===== src/rtl/o_feature_store_if.sv =====
// rtl/o_feature_store_if.sv - command, buffer-read and external-write signals of the output feature store
interface o_feature_store_if #(
  parameter int DATA_BUS_WIDTH = 128,
  parameter int EXT_ADDR_WIDTH = 16,
  parameter int MEM_ADDR_WIDTH = 8,
  parameter int CNT_WIDTH      = 8
);
  logic                      store_enable;
  logic [MEM_ADDR_WIDTH-1:0] src_addr;
  logic [EXT_ADDR_WIDTH-1:0] dst_addr;
  logic [CNT_WIDTH-1:0]      store_counter;
  logic                      mem_rd_en;
  logic [MEM_ADDR_WIDTH-1:0] mem_rd_addr;
  logic [DATA_BUS_WIDTH-1:0] mem_rd_data;
  logic [DATA_BUS_WIDTH-1:0] o_data_bus_port;
  logic [EXT_ADDR_WIDTH-1:0] o_feature_addr;
  logic                      o_feature_wr_en;
  logic                      o_feature_wr_ready;
  logic                      busy;
  logic                      store_done;

  modport slave (
    input  store_enable, src_addr, dst_addr, store_counter, mem_rd_data, o_feature_wr_ready,
    output mem_rd_en, mem_rd_addr, o_data_bus_port, o_feature_addr, o_feature_wr_en,
           busy, store_done
  );

  modport master (
    output store_enable, src_addr, dst_addr, store_counter, mem_rd_data, o_feature_wr_ready,
    input  mem_rd_en, mem_rd_addr, o_data_bus_port, o_feature_addr, o_feature_wr_en,
           busy, store_done
  );
endinterface


===== src/rtl/o_feature_store.sv =====
// rtl/o_feature_store.sv - streams N output-buffer lines to consecutive external addresses
module o_feature_store #(
  parameter int DATA_BUS_WIDTH = 128,
  parameter int EXT_ADDR_WIDTH = 16,
  parameter int MEM_ADDR_WIDTH = 8,
  parameter int CNT_WIDTH      = 8
) (
  input logic               clk,
  input logic               rst,
  o_feature_store_if.slave  bus
);
  typedef enum logic [1:0] {IDLE, RUN, DONE} state_t;

  state_t                    state, state_nx;
  logic [MEM_ADDR_WIDTH-1:0] rd_addr;
  logic [EXT_ADDR_WIDTH-1:0] wr_addr;
  logic [CNT_WIDTH-1:0]      count, reads_issued, beats_done;
  logic                      rd_pending;
  logic [DATA_BUS_WIDTH-1:0] fifo_mem [2];
  logic                      wr_ptr, rd_ptr;
  logic [1:0]                occ;
  logic                      rd_en, push, pop, last_beat, start;

  // Reads are throttled so buffered plus in-flight lines never exceed the 2 FIFO slots.
  always_comb begin
    start     = (state == IDLE) && bus.store_enable;
    push      = rd_pending;
    pop       = (occ != 2'd0) && bus.o_feature_wr_ready;
    rd_en     = (state == RUN) && (reads_issued < count) &&
                (({1'b0, occ} + {2'b0, rd_pending} - {2'b0, pop}) < 3'd2);
    last_beat = pop && (beats_done == count - 1'b1);
  end

  always_comb begin
    state_nx = state;
    case (state)
      IDLE: if (bus.store_enable) state_nx = (bus.store_counter == '0) ? DONE : RUN;
      RUN:  if (last_beat) state_nx = DONE;
      DONE: state_nx = IDLE;
      default: state_nx = IDLE;
    endcase
  end

  always_comb begin
    bus.mem_rd_en       = rd_en;
    bus.mem_rd_addr     = rd_en ? rd_addr : '0;
    bus.o_feature_wr_en = (occ != 2'd0);
    bus.o_data_bus_port = (occ != 2'd0) ? fifo_mem[rd_ptr] : '0;
    bus.o_feature_addr  = (occ != 2'd0) ? wr_addr : '0;
    bus.busy            = (state != IDLE);
    bus.store_done      = (state == DONE);
  end

  always_ff @(posedge clk) begin
    if (rst) begin
      state        <= IDLE;
      rd_addr      <= '0;
      wr_addr      <= '0;
      count        <= '0;
      reads_issued <= '0;
      beats_done   <= '0;
      rd_pending   <= 1'b0;
      wr_ptr       <= 1'b0;
      rd_ptr       <= 1'b0;
      occ          <= 2'd0;
    end else begin
      state      <= state_nx;
      rd_pending <= rd_en;
      occ        <= occ + {1'b0, push} - {1'b0, pop};
      if (start) begin
        rd_addr      <= bus.src_addr;
        wr_addr      <= bus.dst_addr;
        count        <= bus.store_counter;
        reads_issued <= '0;
        beats_done   <= '0;
      end
      if (rd_en) begin
        rd_addr      <= rd_addr + 1'b1;
        reads_issued <= reads_issued + 1'b1;
      end
      if (push) wr_ptr <= ~wr_ptr;
      if (pop) begin
        rd_ptr     <= ~rd_ptr;
        wr_addr    <= wr_addr + 1'b1;
        beats_done <= beats_done + 1'b1;
      end
    end
  end

  // Storage needs no reset: occupancy alone decides what is visible.
  always_ff @(posedge clk) begin
    if (push) fifo_mem[wr_ptr] <= bus.mem_rd_data;
  end
endmodule


===== src/flat_wrapper.sv =====
// flat-port wrapper written by rule: the top's interface ports become plain ports
module o_feature_store_flat 
#(
  parameter int DATA_BUS_WIDTH = 128,
  parameter int EXT_ADDR_WIDTH = 16,
  parameter int MEM_ADDR_WIDTH = 8,
  parameter int CNT_WIDTH      = 8
)
  (clk, rst, bus_store_enable, bus_src_addr, bus_dst_addr, bus_store_counter, bus_mem_rd_data, bus_o_feature_wr_ready, bus_mem_rd_en, bus_mem_rd_addr, bus_o_data_bus_port, bus_o_feature_addr, bus_o_feature_wr_en, bus_busy, bus_store_done);
  o_feature_store_if #(.DATA_BUS_WIDTH(DATA_BUS_WIDTH), .EXT_ADDR_WIDTH(EXT_ADDR_WIDTH), .MEM_ADDR_WIDTH(MEM_ADDR_WIDTH), .CNT_WIDTH(CNT_WIDTH)) bus_i ();
  input logic clk;
  input logic rst;
  input wire logic [$bits(bus_i.store_enable)-1:0] bus_store_enable;
  input wire logic [$bits(bus_i.src_addr)-1:0] bus_src_addr;
  input wire logic [$bits(bus_i.dst_addr)-1:0] bus_dst_addr;
  input wire logic [$bits(bus_i.store_counter)-1:0] bus_store_counter;
  input wire logic [$bits(bus_i.mem_rd_data)-1:0] bus_mem_rd_data;
  input wire logic [$bits(bus_i.o_feature_wr_ready)-1:0] bus_o_feature_wr_ready;
  output wire logic [$bits(bus_i.mem_rd_en)-1:0] bus_mem_rd_en;
  output wire logic [$bits(bus_i.mem_rd_addr)-1:0] bus_mem_rd_addr;
  output wire logic [$bits(bus_i.o_data_bus_port)-1:0] bus_o_data_bus_port;
  output wire logic [$bits(bus_i.o_feature_addr)-1:0] bus_o_feature_addr;
  output wire logic [$bits(bus_i.o_feature_wr_en)-1:0] bus_o_feature_wr_en;
  output wire logic [$bits(bus_i.busy)-1:0] bus_busy;
  output wire logic [$bits(bus_i.store_done)-1:0] bus_store_done;
  assign bus_i.store_enable = bus_store_enable;
  assign bus_i.src_addr = bus_src_addr;
  assign bus_i.dst_addr = bus_dst_addr;
  assign bus_i.store_counter = bus_store_counter;
  assign bus_i.mem_rd_data = bus_mem_rd_data;
  assign bus_i.o_feature_wr_ready = bus_o_feature_wr_ready;
  assign bus_mem_rd_en = bus_i.mem_rd_en;
  assign bus_mem_rd_addr = bus_i.mem_rd_addr;
  assign bus_o_data_bus_port = bus_i.o_data_bus_port;
  assign bus_o_feature_addr = bus_i.o_feature_addr;
  assign bus_o_feature_wr_en = bus_i.o_feature_wr_en;
  assign bus_busy = bus_i.busy;
  assign bus_store_done = bus_i.store_done;
  o_feature_store #(.DATA_BUS_WIDTH(DATA_BUS_WIDTH), .EXT_ADDR_WIDTH(EXT_ADDR_WIDTH), .MEM_ADDR_WIDTH(MEM_ADDR_WIDTH), .CNT_WIDTH(CNT_WIDTH)) u_core (.clk(clk), .rst(rst), .bus(bus_i));
endmodule

===== config.mk =====
export PLATFORM = sky130hd
export DESIGN_NAME = o_feature_store_flat
export DESIGN_NICKNAME = d
export VERILOG_FILES = /design/src/rtl/o_feature_store_if.sv /design/src/rtl/o_feature_store.sv /design/src/flat_wrapper.sv
export SDC_FILE = /design/constraint.sdc
export NUM_CORES = 1
export LEC_CHECK = 0
export ABC_AREA = 0
export CAP_MARGIN = 0
export CORE_UTILIZATION = 35
export DETAILED_ROUTE_END_ITERATION = 6
export HOLD_SLACK_MARGIN = 0.15
export SYNTH_ARGS = -nofsm -noshare
export SYNTH_HDL_FRONTEND = slang
export SYNTH_SLANG_ARGS = --single-unit

===== constraint.sdc =====
create_clock -name clk -period 7.9 [get_ports clk]
set_input_delay 0.79 -clock clk [delete_from_list [all_inputs] [get_ports clk]]
set_output_delay 0.79 -clock clk [all_outputs]
set_load 0.05 [all_outputs]

==> qor.log, run 1 <==
qor: timing.max_slew_margin 23.8%
qor: worst_setup_path.path_common_cell sky130_fd_sc_hd__inv_1
qor: global_routing.first_pass_grt_wire_length 49300 um
qor: yosys.syn_area 12900 um^2
qor: cts.post_cts_hold_buffer_count 0
qor: die.floorplan.io_pins 320
qor: final_layout.regArea 8810 um^2
qor: placement.portBuffers 319
qor: global_routing.grt_pass1_vias 8820
qor: timing.finalSetupViolations 0
qor: die.design.die.area 37700 um^2
qor: cts.cts_inserted_buffers 37
qor: timing.timing_worst_slew_pin_value 1140 ps
qor: cts.cts.reportedPaths.clkPinSlew 50 ps
qor: final_layout.final-instance-count-excl-fill 1809
qor: detailed_routing.drt-wirelength-per-cell 17.9 um
qor: yosys.synth_edf_count 256
qor: final_layout.mostFrequentLayoutCell sky130_fd_sc_hd__clkdlybuf4s50_1
qor: worst_setup_path.worstSetupStartpointType input pin
qor: final_layout.layout_filler_cell_count 3256
qor: timing.timing.clock.skew 14.4 ps
qor: final_layout.post-route-util 48.9%
qor: placement.place_area 16600 um^2
qor: placement.place_inst 1739
qor: final_layout.finish.net_count 1489
qor: worst_setup_path.cpPeakStageDelay 810 ps
qor: worst_setup_path.arrival 5650 ps
qor: die.die_height 194 um
qor: global_routing.grt_use_met2 26.6%
qor: final_layout.fraction_of_layout_cells_with_a_size_suffix_above_1 6.05%
qor: worst_setup_path.worst-setup-path-type input pin to primary output
qor: yosys.ys_types 61
qor: die.initial_utilization 35.5%
qor: timing.timing.fmax 155 MHz
qor: yosys.postSynthCellCount 991
qor: global_routing.track_usage 17.0%
qor: power.totalPowerFinal 6.38 mW
qor: yosys.share_of_synthesized_registers_carrying_an_async_set_or_reset 0%
qor: yosys.syn-mean-instance-area 13.0 um^2
qor: timing.final_min_period_over_clock_period 81.5%
qor: final_layout.area_delta_synth_final 37.8%
qor: die.chipWidth 194 um
qor: global_routing.pin_count_of_the_biggest_net_entering_global_routing 104
qor: cts.cts_resized 0
qor: global_routing.grt_busiest_layer met2
qor: global_routing.gr-usage-met3 6.87%
qor: final_layout.multi_input_area 3870 um^2
qor: placement.global_placement_routability_congestion 0.814
qor: worst_setup_path.required 7110 ps
qor: flow_run.timing.max_cap.violations 0
qor: detailed_routing.wl 32300 um
qor: timing.finalWorstPathRequiredPeriod 6440 ps
qor: timing.finalHoldViolations 0
qor: worst_setup_path.critPathBufInv 5
qor: global_routing.global_route.usage.met1 21.0%
qor: power.leak_pwr 5.89 nW
qor: yosys.synthFlopType sky130_fd_sc_hd__edfxtp_1
qor: timing.tns 0 ps
qor: worst_setup_path.cp_cell_sequence clkdlybuf4s50_1 -> o21ai_2 -> inv_1 -> ha_1 -> inv_1 -> ha_1 -> fa_1 -> nor4b_1 -> and3_1 -> o21ai_1 -> inv_1 -> and2_1 -> clkdlybuf4s50_1
qor: cts.cts.htree.levels 2
qor: cts.cts_max_path_buffers 3
qor: worst_setup_path.cp_max_fo 18
qor: detailed_routing.ant_nets 0
qor: worst_hold_path.worst_hold_class flop to flop
qor: cts.clk-insertion-delay-late 540 ps
qor: yosys.synth-warning-count 0
qor: final_layout.final_area 17800 um^2
qor: power.power.density_cell_area 358 nW/um^2
qor: global_routing.grt-ovfl-total 0
qor: yosys.ys_ff_latch 312
qor: detailed_routing.post_drt_via_cell_ratio 4.85
qor: worst_setup_path.timing.critical_path.max_delay_family buffers and inverters
qor: cts.cts_tree built
qor: worst_setup_path.end_kind primary output
qor: detailed_routing.first_pass_iters 5
qor: final_layout.mostFrequentLayoutCells 318 x sky130_fd_sc_hd__clkdlybuf4s50_1, 256 x sky130_fd_sc_hd__edfxtp_1, 170 x sky130_fd_sc_hd__nor2_1
qor: run_status.outcome finished clean
qor: worst_setup_path.crit_path_top_delay_cell sky130_fd_sc_hd__clkdlybuf4s50_1
qor: die.core_area 36400 um^2
qor: placement.post-dp-hpwl 21000 um
qor: yosys.yosysSeqAreaShare 68.1%
qor: global_routing.number_of_antenna_violations_at_the_first_check_in_global_routing 6
qor: die.std_cell_rows 70
qor: power.worst_ir_drop_on_vdd 0.276 mV
qor: cts.cts.sinks 312
qor: detailed_routing.drt-initial-drc-count 358
qor: detailed_routing.drc 0
qor: cts.post-cts-setup-buffers 0
qor: yosys.synthesis.nets 1170
qor: worst_setup_path.rrSetupSlack 3440 ps
qor: detailed_routing.via_count 8778
qor: timing.finalMaxSlewViolations 0
qor: timing.rsz0062_at_grt no
qor: cts.cts_root_buf sky130_fd_sc_hd__clkbuf_16
==> worst paths after layout <==
| path | startpoint | endpoint | depth (start not counted) |
|---|---|---|---|
| worst min-delay path | u_core.count[1] | u_core.count[1] | 2 |
| worst min register to register | u_core.count[1] | u_core.count[1] | 2 |
| worst max register to register | u_core.occ[1] | u_core.reads_issued[7] | 12 |
| worst max-delay path | bus_o_feature_wr_ready | bus_mem_rd_addr[7] | 13 |
==> cells by family after synthesis <==
group / count (synthesis) / share of synthesized area (%)
xor+xnor: 13 / 0.881
simple gates: 349 / 12.4
fa+ha+maj: 15 / 1.51
flops: 312 / 68.1
mux: 129 / 10.0
buf+inv: 70 / 2.09
compound gates: 103 / 5.00
==> synthesized netlist by cell type (all sizes together) (4+ instances only) <==
| cell type | instances | area share (%) |
|---|---|---|
| edfxtp | 256 | 59 |
| nor2 | 172 | 5.1 |
| mux2i | 128 | 9.9 |
| nand2 | 58 | 1.7 |
| dfxtp | 56 | 8.7 |
| a21oi | 34 | 1.3 |
| clkbuf | 31 | 0.90 |
| o21ai | 24 | 0.96 |
| inv | 20 | 0.58 |
| buf | 19 | 0.61 |
| nand3 | 19 | 0.74 |
| nor2b | 19 | 0.92 |
| nor3 | 18 | 0.70 |
| ha | 14 | 1.4 |
| and3 | 12 | 0.58 |
| and2 | 11 | 0.53 |
| a31oi | 8 | 0.39 |
| nand4 | 7 | 0.39 |
| nor4 | 7 | 0.39 |
| or2 | 7 | 0.34 |
| xnor2 | 7 | 0.47 |
| nand2b | 6 | 0.29 |
| xor2 | 6 | 0.41 |
| o22ai | 5 | 0.24 |
| a2111oi | 4 | 0.27 |
| or3 | 4 | 0.23 |
==> registers in the layout, summed over array words and instances, names as in the netlist, named ones only <==
register / cells
u_core.fifo_mem: 256
u_core.wr_addr: 16
u_core.reads_issued: 8
u_core.rd_ptr: 1
u_core.count: 8
u_core.push: 1
u_core.rd_addr: 8
u_core.beats_done: 8
u_core.state: 2
u_core.wr_ptr: 1
u_core.occ: 2
==> where the power goes <==
group	switching, mW	internal [mW]	total, mW	leakage (nW)
Sequential	0.102	1.92	2.02	2.77
Combinational	1.86	0.862	2.72	2.53
Clock	0.653	0.986	1.64	0.582
==> layer usage <==
layer  vias to the layer above  routed length, um
li1                       4262                  -
met4                         6                853
met3                        52               2910
met5                         -                 37
met2                       284              14700
met1                      4174              13800
==> tightest hold or removal path, stage by stage, from the launching register on <==
cell and delay (ps):
sky130_fd_sc_hd__dfxtp_1 320, sky130_fd_sc_hd__nand2_1 60, sky130_fd_sc_hd__a21oi_1 60
==> cell type report <==
type	count	share of cell area, %
multi-input combinational	609	21.7
inverter	20	0.421
timing repair buffer	330	18.4
sequential	312	49.5
antenna	3	0.0421
clock inverter	17	0.590
tap	468	3.29
clock buffer	50	6.04
==> through the flow <==
stage,worst slack (ps),hold WS [ps]
6_report,1460,483
5_1_grt,1070,504
4_1_cts,1430,484
3_5_place_dp,1440,475
3_3_place_gp,1560,469
2_1_floorplan,1270,449
No activity file was read; power rests on OpenSTA's default activity.
==> inputs of run 2 (changes only) <==
==> constraint.sdc (replaced) <==
create_clock -name clk -period 6.6 [get_ports clk]
set_input_delay 0.66 -clock clk [delete_from_list [all_inputs] [get_ports clk]]
set_output_delay 0.66 -clock clk [all_outputs]
set_load 0.05 [all_outputs]
==> qor.log, run 2 (synthesis gave the netlist of run 1 again) <==
qor: final_layout.mostFrequentLayoutCell sky130_fd_sc_hd__clkdlybuf4s50_1
qor: die.design.die.area 37700 um^2 [unchanged]
qor: detailed_routing.drc 0 [unchanged]
qor: timing.rsz0062_at_grt no
qor: final_layout.mostFrequentLayoutCells 318 x sky130_fd_sc_hd__clkdlybuf4s50_1, 256 x sky130_fd_sc_hd__edfxtp_1, 170 x sky130_fd_sc_hd__nor2_1
qor: timing.timing.fmax 168 MHz
qor: timing.finalWorstPathRequiredPeriod 5970 ps
qor: worst_setup_path.path_common_cell sky130_fd_sc_hd__inv_1
qor: final_layout.finish.net_count 1487 [-0.13%]
qor: worst_setup_path.end_kind primary output
qor: final_layout.area_delta_synth_final 37.2%
qor: worst_setup_path.cpPeakStageDelay 800 ps [about the same]
qor: timing.timing.clock.skew 17.0 ps [+2.63 ps]
qor: cts.cts_resized 0 [unchanged]
qor: worst_setup_path.cp_cell_sequence o21ai_2 -> inv_1 -> ha_1 -> inv_1 -> ha_1 -> fa_1 -> nor4b_1 -> and3_1 -> o21ai_1 -> inv_1 -> and2_1 -> clkdlybuf4s50_1
qor: timing.tns 0 ps [unchanged]
qor: cts.cts_inserted_buffers 36 [-2.7%]
qor: final_layout.layout_filler_cell_count 3242 [-0.43%]
qor: power.seqPwrFrac 31.7% [about the same]
qor: final_layout.top_regs u_core.fifo_mem: 256 flops, u_core.wr_addr: 16 flops
qor: global_routing.track_usage 17.2% [+0.22 points]
qor: worst_hold_path.worst_hold_class flop to flop
qor: cts.cts.reportedPaths.clkPinSlew 60 ps [about the same]
qor: timing.max_slew_margin 31.2% [+7.4 points]
qor: worst_setup_path.worstSetupStartpointType flop
qor: cts.clk-insertion-delay-late 550 ps [about the same]
qor: power.power_switching_share 41.5% [+0.54 points]
qor: timing.timing_worst_slew_pin_value 1030 ps [-109 ps]
qor: global_routing.first_pass_grt_wire_length 50300 um [+2.0%]
qor: detailed_routing.post_drt_via_cell_ratio 4.87 [+0.37%]
qor: timing.finalSetupViolations 0 [unchanged]
qor: timing.hold_ws 484 ps [+0.624 ps]
qor: detailed_routing.first_pass_iters 5 [unchanged]
qor: power.worst_ir_drop_on_vdd 0.341 mV [+24%]
qor: placement.place_inst 1738 [-0.058%]
qor: die.die_height 194 um [unchanged]
qor: flow_run.timing.max_cap.violations 0 [unchanged]
qor: placement.portBuffers 319 [unchanged]
qor: timing.minimum_setup_slack_in_the_final_design 630 ps [-830 ps]
qor: detailed_routing.via_count 8781 [+0.034%]
qor: detailed_routing.drt-initial-drc-count 399 [+11%]
qor: worst_setup_path.required 5940 ps [-1170 ps]
qor: final_layout.final-instance-count-excl-fill 1803 [-0.33%]
qor: detailed_routing.wl 32600 um [+0.81%]
qor: cts.post_cts_hold_buffer_count 0 [unchanged]
qor: die.std_cell_rows 70 [unchanged]
qor: timing.finalMaxSlewViolations 0 [unchanged]
qor: timing.finalHoldViolations 0 [unchanged]
qor: die.chipWidth 194 um [unchanged]
qor: cts.cts_root_buf sky130_fd_sc_hd__clkbuf_16
qor: detailed_routing.drt-wirelength-per-cell 18.1 um [+1.1%]
qor: cts.cts.sinks 312 [unchanged]
qor: global_routing.grt_pass1_vias 9067 [+2.8%]
qor: cts.post-cts-setup-buffers 0 [unchanged]
qor: global_routing.pin_count_of_the_biggest_net_entering_global_routing 90 [-13%]
qor: placement.global_placement_routability_congestion 0.797 [-2.1%]
qor: cts.cts_tree built
qor: global_routing.number_of_antenna_violations_at_the_first_check_in_global_routing 4 [-2]
qor: global_routing.grt-ovfl-total 0 [unchanged]
qor: run_status.outcome finished clean
qor: cts.cts_max_path_buffers 3 [unchanged]
qor: power.power.density_cell_area 428 nW/um^2 [+19%]
qor: worst_setup_path.cp_max_fo 18 [unchanged]
qor: die.floorplan.io_pins 320 [unchanged]
qor: power.p_int 4.44 mW [+18%]
qor: placement.pre_cts_slack 700 ps [-745 ps]
qor: worst_setup_path.arrival 5310 ps [-340 ps]
qor: power.leak_pwr 5.84 nW [-0.69%]
qor: final_layout.fraction_of_layout_cells_with_a_size_suffix_above_1 5.70% [-0.35 points]
qor: power.clock_power_share 25.1% [-0.6 points]
qor: die.initial_utilization 35.5% [unchanged]
qor: power.combPwrFrac 43.1% [+0.4 points]
qor: worst_setup_path.crit_path_top_delay_cell sky130_fd_sc_hd__clkdlybuf4s50_1
qor: power.totalPowerFinal 7.59 mW [+19%]
qor: die.core_area 36400 um^2 [unchanged]
qor: final_layout.regMostFlops u_core.fifo_mem
qor: timing.final_min_period_over_clock_period 90.5%
qor: power.net_switching 3.15 mW [+20%]
qor: detailed_routing.ant_nets 0 [unchanged]
qor: cts.cts.htree.levels 2 [unchanged]
qor: final_layout.max_reg_flops 256 [unchanged]
qor: worst_setup_path.worst-setup-path-type flop to primary output
qor: placement.post-dp-hpwl 21200 um [+0.64%]
-- run 2: power groups by stage --
stage,clock [mW],sequential [mW],combinational [mW]
6_report,1.91,2.41,3.27
5_1_grt,2.04,2.43,3.45
4_1_cts,1.96,2.41,3.32
3_5_place_dp,0,2.45,3.30
3_3_place_gp,0,2.45,3.30
2_1_floorplan,0,2.40,2.19
-- run 2: per-layer routing --
layer	GRT usage (%)	share of wire (%)
met5	0	0.080
met4	6.17	2.3
met3	7.39	10
met2	27.7	46
met1	20.5	41
-- run 2: area by class of cell --
class                   instances  area (um^2)  share of cell area (%)
flip-flops and latches        312         8810                    49.7
multi-input cells             609         3870                    21.8
repair buffers                329         3280                    18.5
clock buffers                  44          952                    5.37
well taps                     468          586                    3.30
clock inverters                19          169                   0.952
inverters                      20         75.1                   0.423
diodes                          2         5.00                  0.0282
-- run 2: worst max-delay path, delay by kind of cell, from the launching register on --
family / cells / cell delay [ps]
AOI/OAI and AO/OA: 2 / 990
adders and majority gates: 3 / 950
buffers and inverters: 4 / 1490
DFF: 1 / 380
and+or+nand+nor: 3 / 950
-- run 2: final timing paths --
| check | slack [ps] | startpoint | cells past startpoint | endpoint |
|---|---|---|---|---|
| setup / recovery | 630 | u_core.occ[1] | 12 | bus_mem_rd_addr[7] |
| hold / removal | 480 | u_core.count[7] | 2 | u_core.count[7] |
| setup reg to reg | 2440 | u_core.occ[1] | 12 | u_core.rd_addr[2] |
| hold reg to reg | 480 | u_core.count[7] | 2 | u_core.count[7] |
-- run 2: stage by stage --
step	instance area, um^2	utilization (%)
6_report	17700	48.7
5_1_grt	17700	48.7
4_1_cts	17700	48.7
3_5_place_dp	16600	45.6
3_3_place_gp	16600	45.6
2_1_floorplan	12900	-
==> inputs of run 3 (changes only) <==
--- a/config.mk
+++ b/config.mk
@@ -10,6 +10,7 @@
 export CORE_UTILIZATION = 35
 export DETAILED_ROUTE_END_ITERATION = 6
 export HOLD_SLACK_MARGIN = 0.15
+export RECOVER_POWER = 25
 export SYNTH_ARGS = -nofsm -noshare
 export SYNTH_HDL_FRONTEND = slang
 export SYNTH_SLANG_ARGS = --single-unit
==> qor.log, run 3 (synthesis gave the netlist of run 1 again) <==
qor: timing.rsz0062_at_grt no
qor: worst_setup_path.cp_max_fo 18 [unchanged]
qor: timing.timing.clock.skew 15.9 ps [-1.10 ps]
qor: timing.hold_ws 485 ps [+1.41 ps]
qor: die.initial_utilization 35.5% [unchanged]
qor: detailed_routing.met2_wirelength 15000 um [-0.50%]
qor: detailed_routing.drt-initial-drc-count 362 [-9.3%]
qor: detailed_routing.wl 32600 um [about the same]
qor: worst_setup_path.launch_point_of_the_worst_reg_to_reg_path u_core.occ[1]
qor: cts.post_cts_hold_buffer_count 0 [unchanged]
qor: timing.timing_worst_slew_pin_value 1030 ps [-0.527 ps]
qor: timing.max_slew_margin 31.3% [+0.035 points]
qor: die.design.die.area 37700 um^2 [unchanged]
qor: final_layout.top_regs u_core.fifo_mem: 256 flops, u_core.wr_addr: 16 flops
qor: placement.global_placement_routability_congestion 0.797 [unchanged]
qor: power.worst_ir_drop_on_vdd 0.341 mV [-0.20%]
qor: cts.cts_root_buf sky130_fd_sc_hd__clkbuf_16
qor: detailed_routing.met3_wirelength 3230 um [-2.2%]
qor: timing.tns 0 ps [unchanged]
qor: cts.cts.htree.levels 2 [unchanged]
qor: worst_hold_path.min_from u_core.count[1]
qor: final_layout.area_delta_synth_final 37.3% [about the same]
qor: timing.finalHoldViolations 0 [unchanged]
qor: cts.cts_max_path_buffers 3 [unchanged]
qor: final_layout.finish.net_count 1487 [unchanged]
qor: cts.post-cts-setup-buffers 0 [unchanged]
qor: detailed_routing.ant_nets 0 [unchanged]
qor: flow_run.timing.max_cap.violations 0 [unchanged]
qor: detailed_routing.drt-wirelength-per-cell 18.0 um [-0.14%]
qor: cts.clk-insertion-delay-late 550 ps [about the same]
qor: worst_setup_path.worst-setup-path-type flop to primary output
qor: timing.finalWorstPathRequiredPeriod 5980 ps [+13.0 ps]
qor: global_routing.number_of_antenna_violations_at_the_first_check_in_global_routing 13 [+9]
qor: global_routing.first_pass_grt_wire_length 50300 um [unchanged]
qor: global_routing.grt-ovfl-total 0 [unchanged]
qor: power.leak_pwr 5.87 nW [+0.41%]
qor: cts.cts_inserted_buffers 36 [unchanged]
qor: cts.cts.sinks 312 [unchanged]
qor: final_layout.max_reg_flops 256 [unchanged]
qor: placement.pre_cts_slack 700 ps [unchanged]
qor: die.chipWidth 194 um [unchanged]
qor: worst_setup_path.worstSetupStartpointType flop
qor: worst_setup_path.end_kind primary output
qor: die.floorplan.io_pins 320 [unchanged]
qor: final_layout.mostFrequentLayoutCell sky130_fd_sc_hd__edfxtp_1
qor: global_routing.grt_pass1_vias 9067 [unchanged]
qor: die.core_area 36400 um^2 [unchanged]
qor: power.power.density_cell_area 427 nW/um^2 [-0.21%]
qor: die.die_height 194 um [unchanged]
qor: detailed_routing.m1WireLength 13500 um [+0.56%]
qor: run_status.outcome finished clean
qor: timing.timing.fmax 167 MHz [-0.22%]
qor: detailed_routing.top_layer met5
qor: timing.finalMaxSlewViolations 0 [unchanged]
qor: worst_setup_path.cp-startpoint u_core.occ[1]
qor: global_routing.pin_count_of_the_biggest_net_entering_global_routing 90 [unchanged]
qor: final_layout.mostFrequentLayoutCells 256 x sky130_fd_sc_hd__edfxtp_1, 227 x sky130_fd_sc_hd__clkdlybuf4s50_1, 170 x sky130_fd_sc_hd__nor2_1
qor: detailed_routing.first_pass_iters 5 [unchanged]
qor: cts.cts_tree built
qor: timing.finalSetupViolations 0 [unchanged]
qor: detailed_routing.via_count 8791 [+0.11%]
qor: worst_hold_path.worst_hold_class flop to flop
qor: final_layout.post-route-util 48.7% [about the same]
qor: timing.minimum_setup_slack_in_the_final_design 617 ps [-13.0 ps]
qor: placement.portBuffers 319 [unchanged]
qor: die.std_cell_rows 70 [unchanged]
qor: detailed_routing.drc 0 [unchanged]
qor: placement.post-dp-hpwl 21200 um [unchanged]
qor: worst_setup_path.required 5940 ps [about the same]
qor: timing.final_min_period_over_clock_period 90.6% [+0.20 points]
qor: final_layout.fraction_of_layout_cells_with_a_size_suffix_above_1 5.70% [unchanged]
qor: cts.cts.reportedPaths.clkPinSlew 60 ps [about the same]
qor: global_routing.track_usage 17.2% [unchanged]
qor: worst_setup_path.arrival 5320 ps [about the same]
qor: final_layout.regMostFlops u_core.fifo_mem
qor: cts.cts_resized 0 [unchanged]
qor: detailed_routing.post_drt_via_cell_ratio 4.87 [about the same]
[run 3: cell count changes in the layout (fill, tap and decap cells not counted), sizes merged]
cell           before  now
clkdlybuf4s50     318  227
diode               2    5
dlygate4sd3         0   91
[run 3: final timing paths]
| kind | end | slack (ps) | cells past startpoint |
|---|---|---|---|
| worst max register to register | u_core.rd_addr[2] | 2430 | 12 |
| worst min register to register | u_core.count[1] | 490 | 2 |
| worst min-delay path | u_core.count[1] | 490 | 2 |
| worst max-delay path | bus_mem_rd_addr[7] | 620 | 12 |
[run 3: power breakdown]
group	switching, mW	internal, mW
registers	0.115	2.29
clock network	0.793	1.11
logic	2.24	1.02
total	3.15	4.42
[run 3: final cells by class]
type | instances | area (um^2)
well taps | 468 | 586
diodes | 5 | 12.5
clock inverters | 19 | 169
fillers | 3241 | 18700
inverters | 20 | 75.1
flip-flops and latches | 312 | 8810
repair buffers | 329 | 3280
clock buffers | 44 | 952
multi-input cells | 609 | 3870
[run 3: worst max-delay path, stage by stage, from the launching register on]
cell and delay, ps:
sky130_fd_sc_hd__dfxtp_1 370, sky130_fd_sc_hd__o21ai_2 600, sky130_fd_sc_hd__inv_1 140, sky130_fd_sc_hd__ha_1 320, sky130_fd_sc_hd__inv_1 40, sky130_fd_sc_hd__ha_1 190, sky130_fd_sc_hd__fa_1 450, sky130_fd_sc_hd__nor4b_1 340
sky130_fd_sc_hd__and3_1 400, sky130_fd_sc_hd__o21ai_1 390, sky130_fd_sc_hd__inv_1 510, sky130_fd_sc_hd__and2_1 210, sky130_fd_sc_hd__clkdlybuf4s50_1 800
[run 3: stage by stage]
stage	cells	instance area, um^2	power [mW]
finish	1806	17700	7.57
global route	1805	17700	7.90
CTS	1801	17700	7.69
detailed placement	1738	16600	5.75
global placement	1738	16600	5.75
floorplan	991	12900	4.59
[run 3: routing by layer]
metal	up-vias	global-route usage (%)
met5	-	0
met4	14	6.17
met3	62	7.39
met2	301	27.7
met1	4152	20.5
li1	4262	-
